===== src/rtl/mx_rx_frame_buf_if.sv =====
// Bus bundle for mx_rx_frame_buf: receiver byte stream in, host read side out.
// master = traffic source / host, slave = the frame buffer.
interface mx_rx_frame_buf_if #(
    parameter int DEPTH = 64
);
    localparam int PW = $clog2(DEPTH) + 1;

    logic          cardet;
    logic [7:0]    rx_data;
    logic          rx_write;
    logic          rx_error;
    logic          rd_en;
    logic [7:0]    rd_data;
    logic          rd_valid;
    logic          frame_ready;
    logic [PW-1:0] frame_len;
    logic          overflow;
    logic [7:0]    drop_cnt;

    modport master (
        output cardet, rx_data, rx_write, rx_error, rd_en,
        input  rd_data, rd_valid, frame_ready, frame_len, overflow, drop_cnt
    );

    modport slave (
        input  cardet, rx_data, rx_write, rx_error, rd_en,
        output rd_data, rd_valid, frame_ready, frame_len, overflow, drop_cnt
    );
endinterface


===== src/rtl/mx_rx_frame_buf.sv =====
// Single-frame receive buffer behind mx_rcvr. Captures one cardet-delimited
// frame into RAM, presents it to the host via rd_en/rd_data, and discards
// errored or oversized frames (counting them in drop_cnt).
// Optional build macro MX_RXBUF_ADDR_FILTER_EN: drop frames whose first byte
// is neither MY_ADDR nor broadcast 8'hFF, without counting them.
module mx_rx_frame_buf #(
    parameter int         DEPTH   = 64,
    parameter logic [7:0] MY_ADDR = 8'h2A
) (
    input  logic               clk,
    input  logic               rst,
    mx_rx_frame_buf_if.slave   bus
);
    localparam int PW = $clog2(DEPTH) + 1;

    typedef enum logic [1:0] {IDLE, RECV, HOLD, DROP} state_t;

    state_t        state, state_nx;
    logic          cardet_q, cardet_prev;
    logic          rise, fall;
    logic [7:0]    mem [DEPTH];
    logic [PW-1:0] wr_ptr, wr_nx, rd_ptr, len_q;
    logic [7:0]    rd_data_q, drop_q;
    logic          rd_valid_q, ready_q, ovf_q;
    logic          store, inc_drop, set_ovf, load_hold, rd_fire, rd_last;
    logic          addr_bad;

    assign rise    = cardet_q & ~cardet_prev;
    assign fall    = ~cardet_q & cardet_prev;
    assign wr_nx   = wr_ptr + PW'(store);
    assign rd_last = (rd_ptr + PW'(1)) == len_q;

`ifdef MX_RXBUF_ADDR_FILTER_EN
    assign addr_bad = bus.rx_write && (wr_ptr == '0) &&
                      (bus.rx_data != MY_ADDR) && (bus.rx_data != 8'hFF);
`else
    // Station address only matters when the filter is built in.
    logic [7:0] unused_my_addr;
    assign unused_my_addr = MY_ADDR;
    assign addr_bad       = 1'b0;
`endif

    // State register.
    always_ff @(posedge clk or negedge rst) begin
        if (!rst) state <= IDLE;
        else      state <= state_nx;
    end

    // Next-state and per-cycle control strobes.
    always_comb begin
        state_nx  = state;
        store     = 1'b0;
        inc_drop  = 1'b0;
        set_ovf   = 1'b0;
        load_hold = 1'b0;
        rd_fire   = 1'b0;
        case (state)
            IDLE: if (rise) state_nx = RECV;
            RECV: begin
                if (bus.rx_error) begin
                    // Error wins even over a byte arriving in the same cycle.
                    state_nx = DROP;
                    inc_drop = 1'b1;
                end else if (bus.rx_write && (wr_ptr == PW'(DEPTH))) begin
                    state_nx = DROP;
                    set_ovf  = 1'b1;
                    inc_drop = 1'b1;
                end else if (addr_bad) begin
                    state_nx = DROP;
                end else begin
                    store = bus.rx_write;
                    // A byte coinciding with the fall is part of the frame.
                    if (fall) begin
                        if (wr_nx != '0) begin
                            state_nx  = HOLD;
                            load_hold = 1'b1;
                        end else begin
                            state_nx = IDLE;
                        end
                    end
                end
            end
            HOLD: begin
                if (bus.rd_en) begin
                    rd_fire = 1'b1;
                    if (rd_last) state_nx = IDLE;
                end
                // No room for a second frame: it is lost, once per carrier.
                if (rise) inc_drop = 1'b1;
            end
            DROP: if (!cardet_q) state_nx = IDLE;
            default: state_nx = IDLE;
        endcase
    end

    // Frame RAM write port; contents need no reset.
    always_ff @(posedge clk) begin
        if (store) mem[wr_ptr[PW-2:0]] <= bus.rx_data;
    end

    // Carrier sync, pointers, host outputs and status.
    always_ff @(posedge clk or negedge rst) begin
        if (!rst) begin
            // Sync flops come up "high" so a carrier already present at
            // release is not mistaken for a rise; a low carrier just reads
            // as a fall, which IDLE ignores.
            cardet_q    <= 1'b1;
            cardet_prev <= 1'b1;
            wr_ptr      <= '0;
            rd_ptr      <= '0;
            len_q       <= '0;
            rd_data_q   <= '0;
            rd_valid_q  <= 1'b0;
            ready_q     <= 1'b0;
            ovf_q       <= 1'b0;
            drop_q      <= '0;
        end else begin
            cardet_q    <= bus.cardet;
            cardet_prev <= cardet_q;
            rd_valid_q  <= rd_fire;
            if (state == IDLE) wr_ptr <= '0;
            else if (store)    wr_ptr <= wr_nx;
            if (load_hold) begin
                len_q   <= wr_nx;
                ready_q <= 1'b1;
                rd_ptr  <= '0;
            end
            if (rd_fire) begin
                rd_data_q <= mem[rd_ptr[PW-2:0]];
                rd_ptr    <= rd_ptr + PW'(1);
                if (rd_last) ready_q <= 1'b0;
            end
            if (set_ovf)                    ovf_q <= 1'b1;
            else if (state == IDLE && rise) ovf_q <= 1'b0;
            if (inc_drop && drop_q != 8'hFF) drop_q <= drop_q + 8'd1;
        end
    end

    assign bus.rd_data     = rd_data_q;
    assign bus.rd_valid    = rd_valid_q;
    assign bus.frame_ready = ready_q;
    assign bus.frame_len   = len_q;
    assign bus.overflow    = ovf_q;
    assign bus.drop_cnt    = drop_q;
endmodule


===== src/flat_wrapper.sv =====
// flat-port wrapper written by rule: the top's interface ports become plain ports
module mx_rx_frame_buf_flat 
#(
    parameter int         DEPTH   = 64,
    parameter logic [7:0] MY_ADDR = 8'h2A
)
  (clk, rst, bus_cardet, bus_rx_data, bus_rx_write, bus_rx_error, bus_rd_en, bus_rd_data, bus_rd_valid, bus_frame_ready, bus_frame_len, bus_overflow, bus_drop_cnt);
  mx_rx_frame_buf_if #(.DEPTH(DEPTH)) bus_i ();
  input  logic clk;
  input  logic rst;
  input wire logic [$bits(bus_i.cardet)-1:0] bus_cardet;
  input wire logic [$bits(bus_i.rx_data)-1:0] bus_rx_data;
  input wire logic [$bits(bus_i.rx_write)-1:0] bus_rx_write;
  input wire logic [$bits(bus_i.rx_error)-1:0] bus_rx_error;
  input wire logic [$bits(bus_i.rd_en)-1:0] bus_rd_en;
  output wire logic [$bits(bus_i.rd_data)-1:0] bus_rd_data;
  output wire logic [$bits(bus_i.rd_valid)-1:0] bus_rd_valid;
  output wire logic [$bits(bus_i.frame_ready)-1:0] bus_frame_ready;
  output wire logic [$bits(bus_i.frame_len)-1:0] bus_frame_len;
  output wire logic [$bits(bus_i.overflow)-1:0] bus_overflow;
  output wire logic [$bits(bus_i.drop_cnt)-1:0] bus_drop_cnt;
  assign bus_i.cardet = bus_cardet;
  assign bus_i.rx_data = bus_rx_data;
  assign bus_i.rx_write = bus_rx_write;
  assign bus_i.rx_error = bus_rx_error;
  assign bus_i.rd_en = bus_rd_en;
  assign bus_rd_data = bus_i.rd_data;
  assign bus_rd_valid = bus_i.rd_valid;
  assign bus_frame_ready = bus_i.frame_ready;
  assign bus_frame_len = bus_i.frame_len;
  assign bus_overflow = bus_i.overflow;
  assign bus_drop_cnt = bus_i.drop_cnt;
  mx_rx_frame_buf #(.DEPTH(DEPTH), .MY_ADDR(MY_ADDR)) u_core (.clk(clk), .rst(rst), .bus(bus_i));
endmodule

===== config.mk =====
export PLATFORM = sky130hd
export DESIGN_NAME = mx_rx_frame_buf_flat
export DESIGN_NICKNAME = d
export VERILOG_FILES = /design/src/rtl/mx_rx_frame_buf_if.sv /design/src/rtl/mx_rx_frame_buf.sv /design/src/flat_wrapper.sv
export SDC_FILE = /design/constraint.sdc
export NUM_CORES = 1
export LEC_CHECK = 0
export CAP_MARGIN = 0
export CORE_UTILIZATION = 55
export CTS_BUF_LIST = sky130_fd_sc_hd__clkbuf_2 sky130_fd_sc_hd__clkbuf_4 sky130_fd_sc_hd__clkbuf_8
export DETAILED_ROUTE_END_ITERATION = 8
export PLACE_DENSITY = 0.72
export SLEW_MARGIN = 20
export SYNTH_ARGS = -nofsm -noshare
export SYNTH_HDL_FRONTEND = slang
export SYNTH_SLANG_ARGS = --single-unit

===== constraint.sdc =====
create_clock -name clk -period 7.35 [get_ports clk]
set_input_delay 0.735 -clock clk [delete_from_list [all_inputs] [get_ports clk]]
set_output_delay 0.735 -clock clk [all_outputs]
set_load 0.05 [all_outputs]

==> impl_metrics.toml, run 1 <==
[clock_network]
cts_tree = "done"
htreeDepth = 3
path_clk_slew_ns = 0.06
clk_latency_ns = 0.64
cts_resized = 0
postCtsHoldBufs = 0
cts_buffer_depth = 3
clock-sinks = 556
cts_root_buffer = "clkbuf_8"
postCtsSetupBuffers = 0
numCtsBuffers = 88

[hold_path]
hp-class = "in -> async"

[detailed_routing]
ant_nets = 0
drt_iter0_markers = 1158
wl_mm = 47.8
drc = 0
vias = 11500
dr.pass1.iters = 5
vias_per_cell = 6.07
wl_per_cell_um = 25.3

[placement]
finalWeightedCongestion = 0.860
dp_hpwl_mm = 28.0
pre_cts_ws_ns = 3.40
placed_area_sq_um = 23000
portBuffers = 39

[layout]
syn_to_final_growth_pct = 10.9
final_common_cell = "edfxtp_1"
stdcell_area_sq_um = 24700
final_cell_mix = "512 x edfxtp_1, 108 x mux2i_1, 92 x clkbuf_8"
nNetsFinal = 1314
drive_gt1_frac = 0.193

[timing]
period_share = 0.492
fin_ws_ns = 3.73
setup_tns_ns = 0
drv_slew = 0
relSlewSlack = 0.341
setup_viol = 0
min_period_ns = 3.62
fmax_mhz = 276
final_hold_viol_count = 0
tightest_slew_ns = 0.989
clock_skew_ns = 0.0265
rsz0062_at_grt = "false"

[global_routing]
grt_max_degree = 117
grt_pass1_wl_mm = 71.5
grt-ovfl-total = 0
track_usage = 0.239
antenna_found_initial = 1
first_global_vias = 11800

[run_status]
status = "finished clean"

[floorplanning]
initial_core_util = 0.559
core_area_sq_um = 39800
num_rows = 73
dieArea_sq_um = 41300
die_h_um = 203
pin_count = 40
die_w_um = 203

[worst_setup_path]
end_kind = "register"
critPathMaxFanout = 16
crit_path_start = "u_core.state[1]"
regToRegSetupSlack_ns = 3.73
startpoint_type = "register"
crit_type = "reg -> reg"
r2r_start = "u_core.state[1]"
cp.required_ns = 7.86
cp.arrival_ns = 4.13

[synth]
synth_compound_area_frac = 0.0453
ys_types = 53
synthMuxAreaShare = 0.139
yosys_warnings = 0
netlist_instances = 1221
avgSynthCellArea_sq_um = 18.2
synth_xor_area_frac = 0.0102
syn_area_sq_um = 22300
synth-seq-cells = 556
synth-seq-area-share = 0.740
synth_top_family_by_area = "multiplexers"
synth-simple-area-share = 0.0421
syn_nets = 1243
synth-adder-area-share = 0.00449

[power_and_ir_drop]
vdd_ir_drop_max_mv = 0.285
static-leakage-power_nw = 7.91
p_per_area_nw_per_um2 = 319

[flow_run]
cap_violations = 0
-- Yosys cell counts, drive strengths merged --
| cell | number | area share |
|---|---|---|
| a22oi | 17 | 0.0057 |
| o2111ai | 1 | 0.00039 |
| nor2 | 82 | 0.014 |
| xnor2 | 16 | 0.0063 |
| and2 | 2 | 0.00056 |
| a221oi | 16 | 0.0063 |
| a31oi | 3 | 0.00084 |
| o211ai | 1 | 0.00034 |
| mux2 | 3 | 0.0015 |
| dfstp | 2 | 0.0024 |
| nor2b | 11 | 0.0031 |
| dfrtp | 42 | 0.047 |
| o22ai | 16 | 0.0045 |
| o22a | 8 | 0.0031 |
| a32oi | 8 | 0.0031 |
| edfxtp | 512 | 0.69 |
| mux4 | 88 | 0.089 |
| ha | 8 | 0.0045 |
| a41oi | 1 | 0.00073 |
| nor3 | 4 | 0.0011 |
| o221ai | 9 | 0.0038 |
| buf | 56 | 0.015 |
| o221a | 1 | 0.00051 |
| or3 | 2 | 0.00056 |
| inv | 10 | 0.0017 |
| o2bb2ai | 1 | 0.00039 |
| nand4 | 5 | 0.0021 |
| o21ai | 36 | 0.0081 |
| xor2 | 10 | 0.0039 |
| o21a | 3 | 0.0010 |
| o211a | 1 | 0.00045 |
| nand2b | 7 | 0.0020 |
| nand2 | 51 | 0.0086 |
| nor4 | 3 | 0.0011 |
| a21oi | 25 | 0.0056 |
| a21o | 1 | 0.00034 |
| and3 | 6 | 0.0021 |
| and4 | 1 | 0.00039 |
| nand3 | 22 | 0.0049 |
| mux2i | 108 | 0.049 |
| or2 | 6 | 0.0017 |
| clkinv | 2 | 0.00034 |
| clkbuf | 14 | 0.0024 |
-- path summary, 6_finish.rpt --
| kind | cells past startpoint | end |
|---|---|---|
| max | 12 | u_core.bus.frame_len[1] |
| min | 1 | u_core.bus.drop_cnt[5] |
| max reg2reg | 12 | u_core.bus.frame_len[1] |
| min reg2reg | 0 | u_core.cardet_prev |
| max in group asynchronous | 1 | u_core.rd_ptr[0] |
| min in group clk | 0 | u_core.cardet_prev |
-- per-layer routing --
layer / vias to the layer above / part of all wire / GRT usage
met5: - / 0 / 0
met4: 0 / 0.030 / 0.0910
met3: 100 / 0.084 / 0.0570
met2: 452 / 0.49 / 0.381
met1: 5861 / 0.40 / 0.322
li1: 5050 / - / -
-- power breakdown --
part / internal [W] / total (W) / leakage, nW / switching (W)
Combinational: 0.000752 / 0.00175 / 1.84 / 0.000999
Sequential: 0.00352 / 0.00364 / 5.17 / 0.000122
Clock: 0.00133 / 0.00249 / 0.892 / 0.00116
Total: 0.00560 / 0.00789 / 7.91 / 0.00228
-- registers in the layout, indices dropped and copies added, names as in the netlist --
signal,count
u_core.bus.drop_cnt,8
u_core.bus.frame_len,7
u_core.bus.frame_ready,1
u_core.bus.overflow,1
u_core.bus.rd_data,8
u_core.bus.rd_valid,1
u_core.cardet_prev,1
u_core.cardet_q,1
u_core.mem,512
u_core.rd_ptr,7
u_core.state,2
u_core.wr_ptr,7
-- metrics by stage --
step                      utilization  total power, W  hold slack [ns]  std cells
after floorplan                     -         0.00498            0.365       1221
after global placement          0.578         0.00545            0.378       1727
after detailed placement        0.578         0.00548            0.376       1727
after CTS                       0.620         0.00795            0.293       1888
after global routing            0.620         0.00817            0.113       1888
final                           0.620         0.00789            0.102       1889
-- critical path, stage by stage (launching register included) --
cell and delay [ns]:
dfrtp_1 0.40, inv_1 0.11, ha_1 0.27, nor2b_1 0.23, nand2_1 0.13, nor2b_1 0.38
ha_1 0.30, ha_1 0.29, or2_2 0.32, nor4_1 0.18, o2111ai_1 0.24, nand4_4 0.27
mux2_2 0.37
-- layout make-up --
class,count,area [sq um]
multi-input combinational,583,5380
inverter,12,45.0
timing repair buffer,51,453
tap,525,657
clock buffer,111,1410
antenna,1,2.50
clock inverter,50,273
fill,2825,15100
sequential,556,16500
-- logic make-up after synthesis --
group / Yosys count
xor+xnor: 26
compound gates: 148
flops: 556
fa+ha+maj: 8
simple gates: 202
buf+inv: 82
mux: 199
(Power assumes the default switching activity.)
==> run 2: changes to the inputs <==
- clock period: 7.35 -> 3.6 ns (I/O delays scaled with it)
==> run 2 against run 1 <==
Die area unchanged; critical path depth unchanged; flip-flop and latch count unchanged; routed wire length up 3.0%; setup slack worse by 3.4 ns; worst hold slack better by 0.027 ns; sequential power up 110%; critical path type unchanged.
==> impl_metrics.toml, run 2 (synthesized netlist as in run 1, its figures left out) <==
[floorplanning]
dieArea_sq_um = 41300
die_h_um = 203
initial_core_util = 0.559
pin_count = 40
num_rows = 73
die_w_um = 203
core_area_sq_um = 39800

[worst_setup_path]
cp.arrival_ns = 3.84
crit_path_start = "u_core.state[1]"
reg2reg_to = "u_core.bus.frame_len[0]"
regToRegSetupSlack_ns = 0.29
cp.required_ns = 4.13
startpoint_type = "register"
end_kind = "register"
reg2reg_depth = 12
critPathMaxFanout = 9
crit_type = "reg -> reg"
r2r_start = "u_core.state[1]"

[detailed_routing]
vias = 11900
drc = 0
vias_per_cell = 6.06
drt_iter0_markers = 1050
dr.pass1.iters = 5
ant_nets = 0
wl_mm = 49.2
wl_per_cell_um = 25.0

[timing]
min_period_ns = 3.31
fmax_mhz = 302
drv_slew = 0
setup_tns_ns = 0
tightest_slew_ns = 1.06
period_share = 0.921
rsz0062_at_grt = "false"
fin_ws_ns = 0.285
clock_skew_ns = 0.0327
setup_viol = 0
final_hold_viol_count = 0
relSlewSlack = 0.293

[power_and_ir_drop]
p_comb_frac = 0.220
p_sw_w = 0.00473
p_seq_frac = 0.467
vdd_ir_drop_max_mv = 0.409
p_int_w = 0.0114
power.share.switching = 0.292
p_per_area_nw_per_um2 = 638
p_clk_frac = 0.313
fin_total_pwr_w = 0.0162
static-leakage-power_nw = 8.35

[hold_path]
min_from = "bus_cardet"
whs_endpoint = "u_core.cardet_q"
hold_depth = 1
hp-class = "in -> reg"

[flow_run]
cap_violations = 0

[layout]
fillers = 2820
final_cell_mix = "512 x edfxtp_1, 108 x mux2i_1, 95 x buf_4"
drive_gt1_frac = 0.244
num_antenna_cells = 0
final_common_cell = "edfxtp_1"
stdcell_area_sq_um = 25300
final_util = 0.636
nNetsFinal = 1397
largest_reg_flops = 512
syn_to_final_growth_pct = 13.7

[clock_network]
cts_buffer_depth = 3
clk_latency_ns = 0.65
clock-sinks = 556
numCtsBuffers = 87
cts_root_buffer = "clkbuf_8"
cts_tree = "done"
cts_resized = 0
path_clk_slew_ns = 0.06
htreeDepth = 3

[placement]
finalWeightedCongestion = 0.906
dp_hpwl_mm = 30.5
pre_cts_ws_ns = 0.234
placed_area_sq_um = 23600
portBuffers = 39

[global_routing]
first_global_vias = 12100
antenna_found_initial = 0
track_usage = 0.246
grt-ovfl-total = 0
grt_pass1_wl_mm = 74.1
grt_max_degree = 61

[run_status]
status = "finished clean"
-- run 2: power groups by stage --
stage / clock network [W] / logic [W] / registers, W
2_1_floorplan: 0 / 0.00248 / 0.00768
3_3_place_gp: 0 / 0.00353 / 0.00767
3_5_place_dp: 0 / 0.00357 / 0.00768
4_1_cts: 0.00515 / 0.00358 / 0.00754
5_1_grt: 0.00541 / 0.00377 / 0.00756
6_report: 0.00506 / 0.00355 / 0.00755
-- run 2: cell type report --
type                       instances  area, sq um  area share
sequential                       556        16500       0.651
multi-input combinational        583         5370       0.212
clock buffer                     121         1480      0.0583
timing repair buffer             135         1110      0.0439
tap                              525          657      0.0259
clock inverter                    37          189     0.00746
inverter                          12         45.0     0.00178
-- run 2: routing by layer --
layer  vias up  routed length (um)  global-route usage
li1       5210                   -                   -
met1      6129               20400               0.349
met2       476               23400               0.382
met3       115                3750              0.0511
met4         0                1600              0.0873
met5         -                   0                   0
-- run 2: repair_timing --
item | in CTS | in global routing
setup buffers | 0 | 2
endpoints found under the hold margin | 42 | 0
hold buffers | 1 | 0
setup endpoints to repair | 0 | 7
-- run 2: worst max-delay path by stage --
stage / to / slack [ns]
floorplan: u_core.bus.frame_len[0] / 0.49
global placement: u_core.bus.frame_len[1] / 0.36
detailed placement: u_core.bus.frame_len[1] / 0.23
CTS: u_core.bus.frame_len[0] / 0.20
global route: u_core.rd_ptr[3] / 0.03
finish: u_core.bus.frame_len[0] / 0.29
-- run 2: per-stage QoR --
| stage | hold slack (ns) | cells |
|---|---|---|
| after CTS | 0.0888 | 1967 |
| after floorplan | 0.0644 | 1221 |
| after detailed placement | 0.373 | 1808 |
| final | 0.129 | 1969 |
| after global placement | 0.377 | 1808 |
| after global routing | 0.104 | 1969 |
-- run 2: worst max-delay path, cell delays in order, from the launching register on --
cell	delay, ns
dfrtp_1	0.40
inv_1	0.10
ha_1	0.29
nor2b_1	0.24
nand2_1	0.13
nor2b_1	0.19
ha_1	0.24
ha_1	0.28
or2_2	0.32
nor4_1	0.20
o2111ai_1	0.27
nand4_4	0.19
mux2_2	0.36
==> run 3: changes to the inputs <==
- CAP_MARGIN: 0 -> default
- CORE_ASPECT_RATIO: default -> 1.75
- GPL_ROUTABILITY_DRIVEN: default -> 0
==> run 3 against run 2 <==
Clock power shrank 4.7%; first-iteration DRC count grew 2.1%; total power shrank 2.1%; via count shrank 2.9%; die area is essentially flat; worst hold slack gained 0.011 ns; critical endpoint is now u_core.bus.frame_len[1].
==> impl_metrics.toml, run 3 (synthesized netlist as in run 1, its figures left out) <==
[detailed_routing]
wl_per_cell_um = 25.3
drc = 0
drt_iter0_markers = 1072
wl_mm = 48.4
vias = 11600
ant_nets = 0
dr.pass1.iters = 5
vias_per_cell = 6.05

[worst_setup_path]
crit_path_start = "u_core.state[1]"
critPathMaxFanout = 16
r2r_start = "u_core.state[1]"
startpoint_type = "register"
worstSetupEndpoint = "u_core.bus.frame_len[1]"
cp.arrival_ns = 3.89
cp.required_ns = 4.11
crit_type = "reg -> reg"
reg2reg_depth = 12
end_kind = "register"
regToRegSetupSlack_ns = 0.23
reg2reg_to = "u_core.bus.frame_len[1]"

[layout]
multi_input_area_sq_um = 5370
final_common_cell = "edfxtp_1"
instances_no_fill = 1914
largest_reg_flops = 512
seq_area_sq_um = 16500
syn_to_final_growth_pct = 12.8
fillers = 2723
drive_gt1_frac = 0.226
nNetsFinal = 1377
final_cell_mix = "512 x edfxtp_1, 108 x mux2i_1, 88 x mux4_2"

[clock_network]
path_clk_slew_ns = 0.07
clk_latency_ns = 0.65
cts_root_buffer = "clkbuf_8"
cts_resized = 0
postCtsSetupBuffers = 0
cts_tree = "done"
numCtsBuffers = 75
cts_buffer_depth = 3
htreeDepth = 3
clock-sinks = 556

[flow_run]
cap_violations = 0

[power_and_ir_drop]
p_clk_frac = 0.305
p_comb_frac = 0.222
vdd_ir_drop_max_mv = 0.401
p_seq_frac = 0.473
fin_total_pwr_w = 0.0158
p_int_w = 0.0113
power.share.switching = 0.285
static-leakage-power_nw = 8.23
p_sw_w = 0.00450
p_per_area_nw_per_um2 = 630

[hold_path]
hold_depth = 1
min_from = "bus_cardet"
hp-class = "in -> reg"

[global_routing]
busiest_layer = "met2"
met2_usage = 0.448
met3_usage = 0.0332
grt-ovfl-total = 0
antenna_found_initial = 1
grt_max_degree = 50
first_global_vias = 12100
grt_pass1_wl_mm = 73.0
track_usage = 0.244
met1_usage = 0.281

[timing]
rsz0062_at_grt = "false"
period_share = 0.937
fmax_mhz = 296
min_period_ns = 3.37
relSlewSlack = 0.282
final_hold_viol_count = 0
drv_slew = 0
clock_skew_ns = 0.0365
tightest_slew_ns = 1.08
setup_tns_ns = 0
setup_viol = 0

[run_status]
status = "finished clean"

[placement]
dp_hpwl_mm = 32.2
dpl.cell_count = 1772
portBuffers = 39

[floorplanning]
initial_core_util = 0.558
die_h_um = 268
pin_count = 40
die_w_um = 154
core_area_sq_um = 39900
dieArea_sq_um = 41300
num_rows = 97
==> run 3: critical path: stages, from the launching register on <==
cell	delay, ns
dfrtp_1	0.41
inv_1	0.11
ha_1	0.29
nor2b_1	0.24
nand2_1	0.09
nor2b_1	0.19
ha_1	0.25
ha_1	0.28
or2_2	0.32
nor4_1	0.17
o2111ai_1	0.25
nand4_4	0.28
mux2_2	0.36
==> run 3: repair_timing <==
| action | CTS | global route |
|---|---|---|
| hold buffers | 1 | 0 |
| endpoints found under the hold margin | 42 | 0 |
| setup endpoints to repair | 0 | 0 |
==> run 3: area by class of cell <==
type                    count  area share
diodes                      1   0.0000996
clock buffers              97      0.0489
clock inverters            43      0.0121
inverters                  12     0.00179
multi-input cells         583       0.214
flip-flops and latches    556       0.656
well taps                 495      0.0247
repair buffers            127      0.0425
==> run 3: worst min-delay path by stage <==
stage | end | slack [ns]
5_1_grt | u_core.cardet_q | 0.14
2_1_floorplan | u_core.bus.drop_cnt[0] | 0.06
3_3_place_gp | u_core.cardet_prev | 0.37
3_5_place_dp | u_core.cardet_prev | 0.38
6_report | u_core.cardet_q | 0.14
4_1_cts | u_core.cardet_q | 0.11
==> run 3: power groups by stage <==
stage | logic [W] | registers, W | clock network [W]
after global placement | 0.00349 | 0.00762 | 0
after global routing | 0.00374 | 0.00751 | 0.00516
final | 0.00351 | 0.00749 | 0.00482
after floorplan | 0.00248 | 0.00768 | 0
after detailed placement | 0.00354 | 0.00763 | 0
after CTS | 0.00355 | 0.00749 | 0.00489
==> run 3: per-layer routing <==
layer | vias to the layer above | part of all wire
met1 | 5922 | 0.36
met4 | 0 | 0.038
met2 | 380 | 0.55
met5 | - | 0
met3 | 112 | 0.049
li1 | 5168 | -
==> run 3: per-stage QoR <==
stage | hold slack, ns | cell area [sq um] | setup slack (ns) | utilization
6_report | 0.140 | 25100 | 0.225 | 0.629
5_1_grt | 0.143 | 25100 | 0.0150 | 0.629
4_1_cts | 0.112 | 25100 | 0.232 | 0.629
3_5_place_dp | 0.378 | 23600 | 0.235 | 0.591
3_3_place_gp | 0.375 | 23600 | 0.227 | 0.590
2_1_floorplan | 0.0644 | 22300 | 0.487 | -
